**config.mk**
```make
export PLATFORM = sky130hd
export DESIGN_NAME = ram_port_arbiter
export DESIGN_NICKNAME = d
export VERILOG_FILES = /design/src/rtl/ram_arb_pkg.sv /design/src/rtl/arb_rr_pick.sv /design/src/rtl/ram_port_arbiter.sv
export SDC_FILE = /design/constraint.sdc
export NUM_CORES = 1
export LEC_CHECK = 0
export BUFFER_PORTS_ARGS = -buffer_cell sky130_fd_sc_hd__buf_2
export CORE_MARGIN = 10
export CORE_UTILIZATION = 44
export DETAILED_ROUTE_END_ITERATION = 12
export PLACE_DENSITY_LB_ADDON = 0.15
export SYNTH_ARGS = -nofsm -noshare
export SYNTH_HDL_FRONTEND = slang
export SYNTH_SLANG_ARGS = --single-unit
```
**constraint.sdc**
```tcl
create_clock -name clk -period 3.6 [get_ports clk]
set_input_delay 0.72 -clock clk [delete_from_list [all_inputs] [get_ports clk]]
set_output_delay 0.72 -clock clk [all_outputs]
set_load 0.05 [all_outputs]
```
**src/rtl/ram_arb_pkg.sv**
```systemverilog
// Shared encodings for the RAM port arbiter: FSM states and requester indices.
package ram_arb_pkg;

  typedef enum logic [1:0] {
    IDLE   = 2'd0,
    ACCESS = 2'd1,
    RESP   = 2'd2
  } state_e;

  localparam logic PORT_CPU  = 1'b0;
  localparam logic PORT_HOST = 1'b1;

endpackage

```
**src/rtl/arb_rr_pick.sv**
```systemverilog
// 2-way combinational picker. Round-robin by default; RAM_ARB_CPU_PRIO_EN selects fixed CPU priority.
import ram_arb_pkg::*;

module arb_rr_pick (
  input  logic [1:0] req_i,
  input  logic       last_i,
  output logic       grant_o
);

`ifdef RAM_ARB_CPU_PRIO_EN
  logic unused_last;
  assign unused_last = last_i;

  always_comb begin
    grant_o = PORT_CPU;
    if (!req_i[PORT_CPU] && req_i[PORT_HOST]) grant_o = PORT_HOST;
  end
`else
  always_comb begin
    grant_o = PORT_CPU;
    if (req_i[PORT_CPU] && req_i[PORT_HOST]) begin
      grant_o = ~last_i;
    end else if (req_i[PORT_HOST]) begin
      grant_o = PORT_HOST;
    end
  end
`endif

endmodule

```
**src/rtl/ram_port_arbiter.sv**
```systemverilog
// Shares one single-port synchronous RAM between the CPU and host ports.
// Define RAM_ARB_CPU_PRIO_EN for fixed CPU priority instead of round-robin.
import ram_arb_pkg::*;

module ram_port_arbiter #(
  parameter int ADDR_W  = 8,
  parameter int DATA_W  = 16,
  parameter int RAM_LAT = 1
) (
  input  logic              clk,
  input  logic              reset,
  input  logic              cpu_req,
  input  logic              cpu_we,
  input  logic [ADDR_W-1:0] cpu_addr,
  input  logic [DATA_W-1:0] cpu_wdata,
  output logic [DATA_W-1:0] cpu_rdata,
  output logic              cpu_ack,
  output logic              cpu_stall,
  input  logic              host_req,
  input  logic              host_we,
  input  logic [ADDR_W-1:0] host_addr,
  input  logic [DATA_W-1:0] host_wdata,
  output logic [DATA_W-1:0] host_rdata,
  output logic              host_ack,
  output logic              ram_en,
  output logic              ram_we,
  output logic [ADDR_W-1:0] ram_addr,
  output logic [DATA_W-1:0] ram_wdata,
  input  logic [DATA_W-1:0] ram_rdata,
  output logic              busy,
  output logic [1:0]        dbg_state
);

  generate
    if (RAM_LAT != 1) begin : g_lat_chk
      $error("ram_port_arbiter: only RAM_LAT=1 is supported");
    end
  endgenerate

  state_e            state_q;
  logic              grant_q;
  logic              last_grant_q;
  logic              we_q;
  logic              ram_en_q;
  logic              ram_we_q;
  logic [ADDR_W-1:0] ram_addr_q;
  logic [DATA_W-1:0] ram_wdata_q;
  logic              cpu_ack_q;
  logic              host_ack_q;

  logic [1:0]        req_vec;
  logic              grant_d;

  assign req_vec = {host_req, cpu_req};

  arb_rr_pick u_pick (
    .req_i   (req_vec),
    .last_i  (last_grant_q),
    .grant_o (grant_d)
  );

  // Handshake: a requester raises req with stable we/addr/wdata and holds it
  // until its one-cycle ack; request inputs are only sampled in IDLE.
  always_ff @(posedge clk) begin
    if (reset) begin
      state_q      <= IDLE;
      grant_q      <= PORT_CPU;
      last_grant_q <= PORT_HOST;
      we_q         <= 1'b0;
      ram_en_q     <= 1'b0;
      ram_we_q     <= 1'b0;
      ram_addr_q   <= '0;
      ram_wdata_q  <= '0;
      cpu_ack_q    <= 1'b0;
      host_ack_q   <= 1'b0;
    end else begin
      case (state_q)
        IDLE: begin
          if (|req_vec) begin
            grant_q      <= grant_d;
            last_grant_q <= grant_d;
            ram_en_q     <= 1'b1;
            if (grant_d == PORT_CPU) begin
              ram_addr_q  <= cpu_addr;
              ram_wdata_q <= cpu_wdata;
              ram_we_q    <= cpu_we;
              we_q        <= cpu_we;
            end else begin
              ram_addr_q  <= host_addr;
              ram_wdata_q <= host_wdata;
              ram_we_q    <= host_we;
              we_q        <= host_we;
            end
            state_q <= ACCESS;
          end
        end
        ACCESS: begin
          ram_en_q   <= 1'b0;
          ram_we_q   <= 1'b0;
          cpu_ack_q  <= (grant_q == PORT_CPU);
          host_ack_q <= (grant_q == PORT_HOST);
          state_q    <= RESP;
        end
        RESP: begin
          cpu_ack_q  <= 1'b0;
          host_ack_q <= 1'b0;
          state_q    <= IDLE;
        end
        default: state_q <= IDLE;
      endcase
    end
  end

  // RAM data arrives in the RESP cycle, so read data is steered straight through.
  assign cpu_rdata  = (cpu_ack_q  && !we_q) ? ram_rdata : '0;
  assign host_rdata = (host_ack_q && !we_q) ? ram_rdata : '0;

  assign cpu_ack   = cpu_ack_q;
  assign host_ack  = host_ack_q;
  assign cpu_stall = cpu_req & ~cpu_ack_q;
  assign ram_en    = ram_en_q;
  assign ram_we    = ram_we_q;
  assign ram_addr  = ram_addr_q;
  assign ram_wdata = ram_wdata_q;
  assign busy      = (state_q != IDLE);
  assign dbg_state = state_q;

endmodule

```
==> results_dict.tcl <==
set metrics [dict create \
    clk_pin_slew_worst_paths_ns 0.07 \
    finish.net_count 418 \
    cell_area_power_density_nw_per_um2 518 \
    buffer_levels_on_the_longest_clock_path 2 \
    crit_slowest_cell "sky130_fd_sc_hd__nor2b_1" \
    die_x_um 85.0 \
    synth_xor_xnor_area_share_pct 0 \
    antennaDiodeCount 0 \
    crit_path_start_kind "flip-flop" \
    clkSinkCount 33 \
    hold_path_startpoint "ram_addr[3]$_SDFFE_PP0P_" \
    grt_first_pass_wirelength_um 9690 \
    post_cts_hold_buffer_count 0 \
    crit_path_max_incr_delay_ns 0.61 \
    cts_root_buf "sky130_fd_sc_hd__clkbuf_8" \
    fin_cells 395 \
    die_area_um2 7220 \
    timing.critical_path.from "cpu_ack$_SDFFE_PP0P_" \
    hold_path.class "flip-flop to flip-flop" \
    synth.distinct_cells 30 \
    gp_congestion 0.736 \
    async_flop_share_pct 0 \
    hold_viol_final 0 \
    core.rowCount 23 \
    vias 1932 \
    slew_violations 0 \
    critical_path.endpoint_type "output pin" \
    grt.total_usage_pct 15.8 \
    worst_slew_margin_rel_pct 42.8 \
    via_per_inst 4.89 \
    hpwl_um 4760 \
    crit_required_ns 2.88 \
    initial_antenna_violation_count 0 \
    critical_path.cell_chain "nor2b_1 > and2_1 > buf_2" \
    worstSkewPairLatency_ns 0.28 \
    setup_viol_count_final 0 \
    synth_adder_area_share_pct 2.69 \
    ir_drop_v 0.000299 \
    cp_max_fo 16 \
    io-pin-count 134 \
    achievable-frequency_mhz 406 \
    syn2layout_area_growth_pct 38.7 \
    synth-warning-count 0 \
    routed_wire_length_per_instance_um 15.2 \
    fin_total_pwr_mw 1.34 \
    drc_errors 0 \
    synth_top_flop_cell "sky130_fd_sc_hd__dfxtp_1" \
    syn-num-nets 293 \
    synth-seq-area-share_pct 35.6 \
    detail_route.iter0.violations 96 \
    run_status "completed" \
    register_bit_count_reported_by_yosys 33 \
    post-route-period-util_pct 68.4 \
    hold_ws_ns 0.493 \
    post_synth_and_or_nand_nor_area_fraction_pct 30.3 \
    synthMuxAreaShare_pct 1.62 \
    clock_tree.htree_level_count 2 \
    grt.overflow.total 0 \
    synth_compound_area_share_pct 23.2 \
    post_synth_main_area_contributors "sky130_fd_sc_hd__dfxtp_1 (36%), sky130_fd_sc_hd__a311oi_2 (15%), sky130_fd_sc_hd__and2_1 (11%), sky130_fd_sc_hd__nand2_1 (10%), sky130_fd_sc_hd__nor2_1 (6.1%)" \
    dr.pass1.iters 4 \
    static-leakage-power_nw 1.34 \
    most_area_hungry_cell_type_in_the_yosys_netlist "sky130_fd_sc_hd__dfxtp_1" \
    crit-reg2reg-launch "dbg_state[0]$_SDFFE_PP0P_" \
    combinational_family_with_the_most_area_after_synthesis "simple AND/OR/NAND/NOR gates" \
    critical-path-top-delay-family "simple AND/OR/NAND/NOR gates" \
    first_global_vias 1974 \
    ant_nets 0 \
    pin_count_of_the_biggest_net_entering_global_routing 39 \
    syn_avg_cell_area_um2 8.48 \
    portBuffers 133 \
    arrival_ns 1.74 \
    finalWorstPathRequiredPeriod_ns 2.46 \
    finalClockSkew_ns 0.00791 \
    wirelength_um 5990 \
    number_of_enable_type_register_cells_in_the_synthesized_netlist 0 \
    grt_setup_unrepaired "no" \
    timing_worst_slew_pin_value_ns 0.858 \
    place.detailed.instances 387 \
    maxCapViolCount 0 \
    timing.critical_path.buf_inv 1 \
    core_area_um2 4060 \
    cts_tree "done" \
    postSynthCellCount 219 \
    post_cts_sizing_count 0 \
    totalNegativeSetupSlack_ns 0 \
    final_layout_size_suffix_gt1_share_pct 48.1 \
    die_height_um 85.0 \
    cts-buffers-inserted 5 \
    cts_setup_buffers 0 \
    post_synthesis_cell_area_um2 1860 \
    start_to_end_type_of_the_worst_setup_path "flip-flop to output pin" \
    initial_core_util_pct 45.8 \
    synthDominantCellAreaShare_pct 35.6 \
]
==> cells by family (layout without fill, tap and decap cells) <==
| family | count (synthesis) | after routing |
|---|---|---|
| AOI/OAI and AO/OA | 37 | 37 |
| adders and majority gates | 4 | 4 |
| buffers and inverters | 21 | 147 |
| DFF | 33 | 33 |
| muxes | 3 | 3 |
| and+or+nand+nor | 121 | 121 |
==> path summary, 6_finish.rpt <==
check / endpoint / slack [ns] / cells past startpoint
min: ram_addr[3]$_SDFFE_PP0P_ / 0.49 / 2
max reg2reg: ram_wdata[11]$_SDFFE_PP0P_ / 1.48 / 6
max: cpu_rdata[12] / 1.14 / 3
min reg2reg: ram_addr[3]$_SDFFE_PP0P_ / 0.49 / 2
==> worst reg2reg max path, delay by kind of cell (launching register included) <==
family	cells	cell delay (ns)
compound gates	2	0.95
fa+ha+maj	1	0.28
buf+inv	2	0.41
flops	1	0.33
simple gates	1	0.06
==> metrics by stage <==
| step | worst slack (ns) | utilization (%) | instance area (um2) |
|---|---|---|---|
| floorplan | 1.26 | - | 1860 |
| global placement | 1.36 | 61.5 | 2490 |
| detailed placement | 1.29 | 61.5 | 2490 |
| CTS | 1.09 | 63.5 | 2580 |
| global route | 0.909 | 63.5 | 2580 |
| finish | 1.14 | 63.5 | 2580 |
==> sequential cells by signal (all words and copies together) (netlist names) <==
register      count
ram_addr          8
cpu_ack           1
dbg_state         2
we_q              1
grant_q           1
ram_we            1
host_ack          1
last_grant_q      1
ram_wdata        16
ram_en            1
==> cells in the mapped netlist, drive strengths merged (3+ instances only) <==
master / n
a21oi: 3
ha: 4
o21ai: 3
inv: 4
nor2b: 3
and2: 33
clkbuf: 4
buf: 13
dfxtp: 33
nor2: 30
nand2: 50
a311oi: 24
mux2i: 3
==> layer usage <==
layer  GRT usage (%)  vias to the layer above  share of wire, %
met5               0                        -                 0
met4            3.59                        0                 0
li1                -                      986                 -
met3            6.69                        0                11
met2            25.0                      105                46
met1            19.4                      841                44
==> area by class of cell <==
class | count | area [um2]
clock buffer | 6 | 72.6
clock inverter | 2 | 10.0
fill | 375 | 1480
inverter | 4 | 15.0
multi-input combinational | 165 | 1080
sequential | 33 | 661
tap | 50 | 62.6
timing repair buffer | 135 | 681
==> power breakdown <==
part           leakage [nW]  internal (mW)  total [mW]  switching, mW
logic                  1.03          0.173       0.624          0.451
clock network        0.0450          0.134       0.262          0.129
registers             0.274          0.420       0.450         0.0303
total                  1.34          0.726        1.34          0.610
==> cell usage in the layout, fill, tap and decap left out <==
master / n
sky130_fd_sc_hd__a211oi_1: 1
sky130_fd_sc_hd__a21bo_1: 1
sky130_fd_sc_hd__a21boi_4: 1
sky130_fd_sc_hd__a21oi_1: 3
sky130_fd_sc_hd__a221oi_2: 1
sky130_fd_sc_hd__a22oi_1: 1
sky130_fd_sc_hd__a311oi_1: 5
sky130_fd_sc_hd__a311oi_2: 19
sky130_fd_sc_hd__a31oi_1: 1
sky130_fd_sc_hd__and2_1: 33
sky130_fd_sc_hd__buf_2: 133
sky130_fd_sc_hd__buf_4: 2
sky130_fd_sc_hd__clkbuf_1: 1
sky130_fd_sc_hd__clkbuf_8: 5
sky130_fd_sc_hd__clkinv_2: 2
sky130_fd_sc_hd__dfxtp_1: 33
sky130_fd_sc_hd__ha_1: 4
sky130_fd_sc_hd__inv_1: 4
sky130_fd_sc_hd__mux2i_1: 3
sky130_fd_sc_hd__nand2_1: 50
sky130_fd_sc_hd__nand2b_1: 1
sky130_fd_sc_hd__nand3b_1: 1
sky130_fd_sc_hd__nor2_1: 30
sky130_fd_sc_hd__nor2b_1: 3
sky130_fd_sc_hd__nor3_1: 1
sky130_fd_sc_hd__nor3b_2: 1
sky130_fd_sc_hd__o21a_2: 1
sky130_fd_sc_hd__o21ai_0: 2
sky130_fd_sc_hd__o21ai_1: 1
sky130_fd_sc_hd__or2_2: 1
Note: power is estimated with default switching activity, not from simulation.
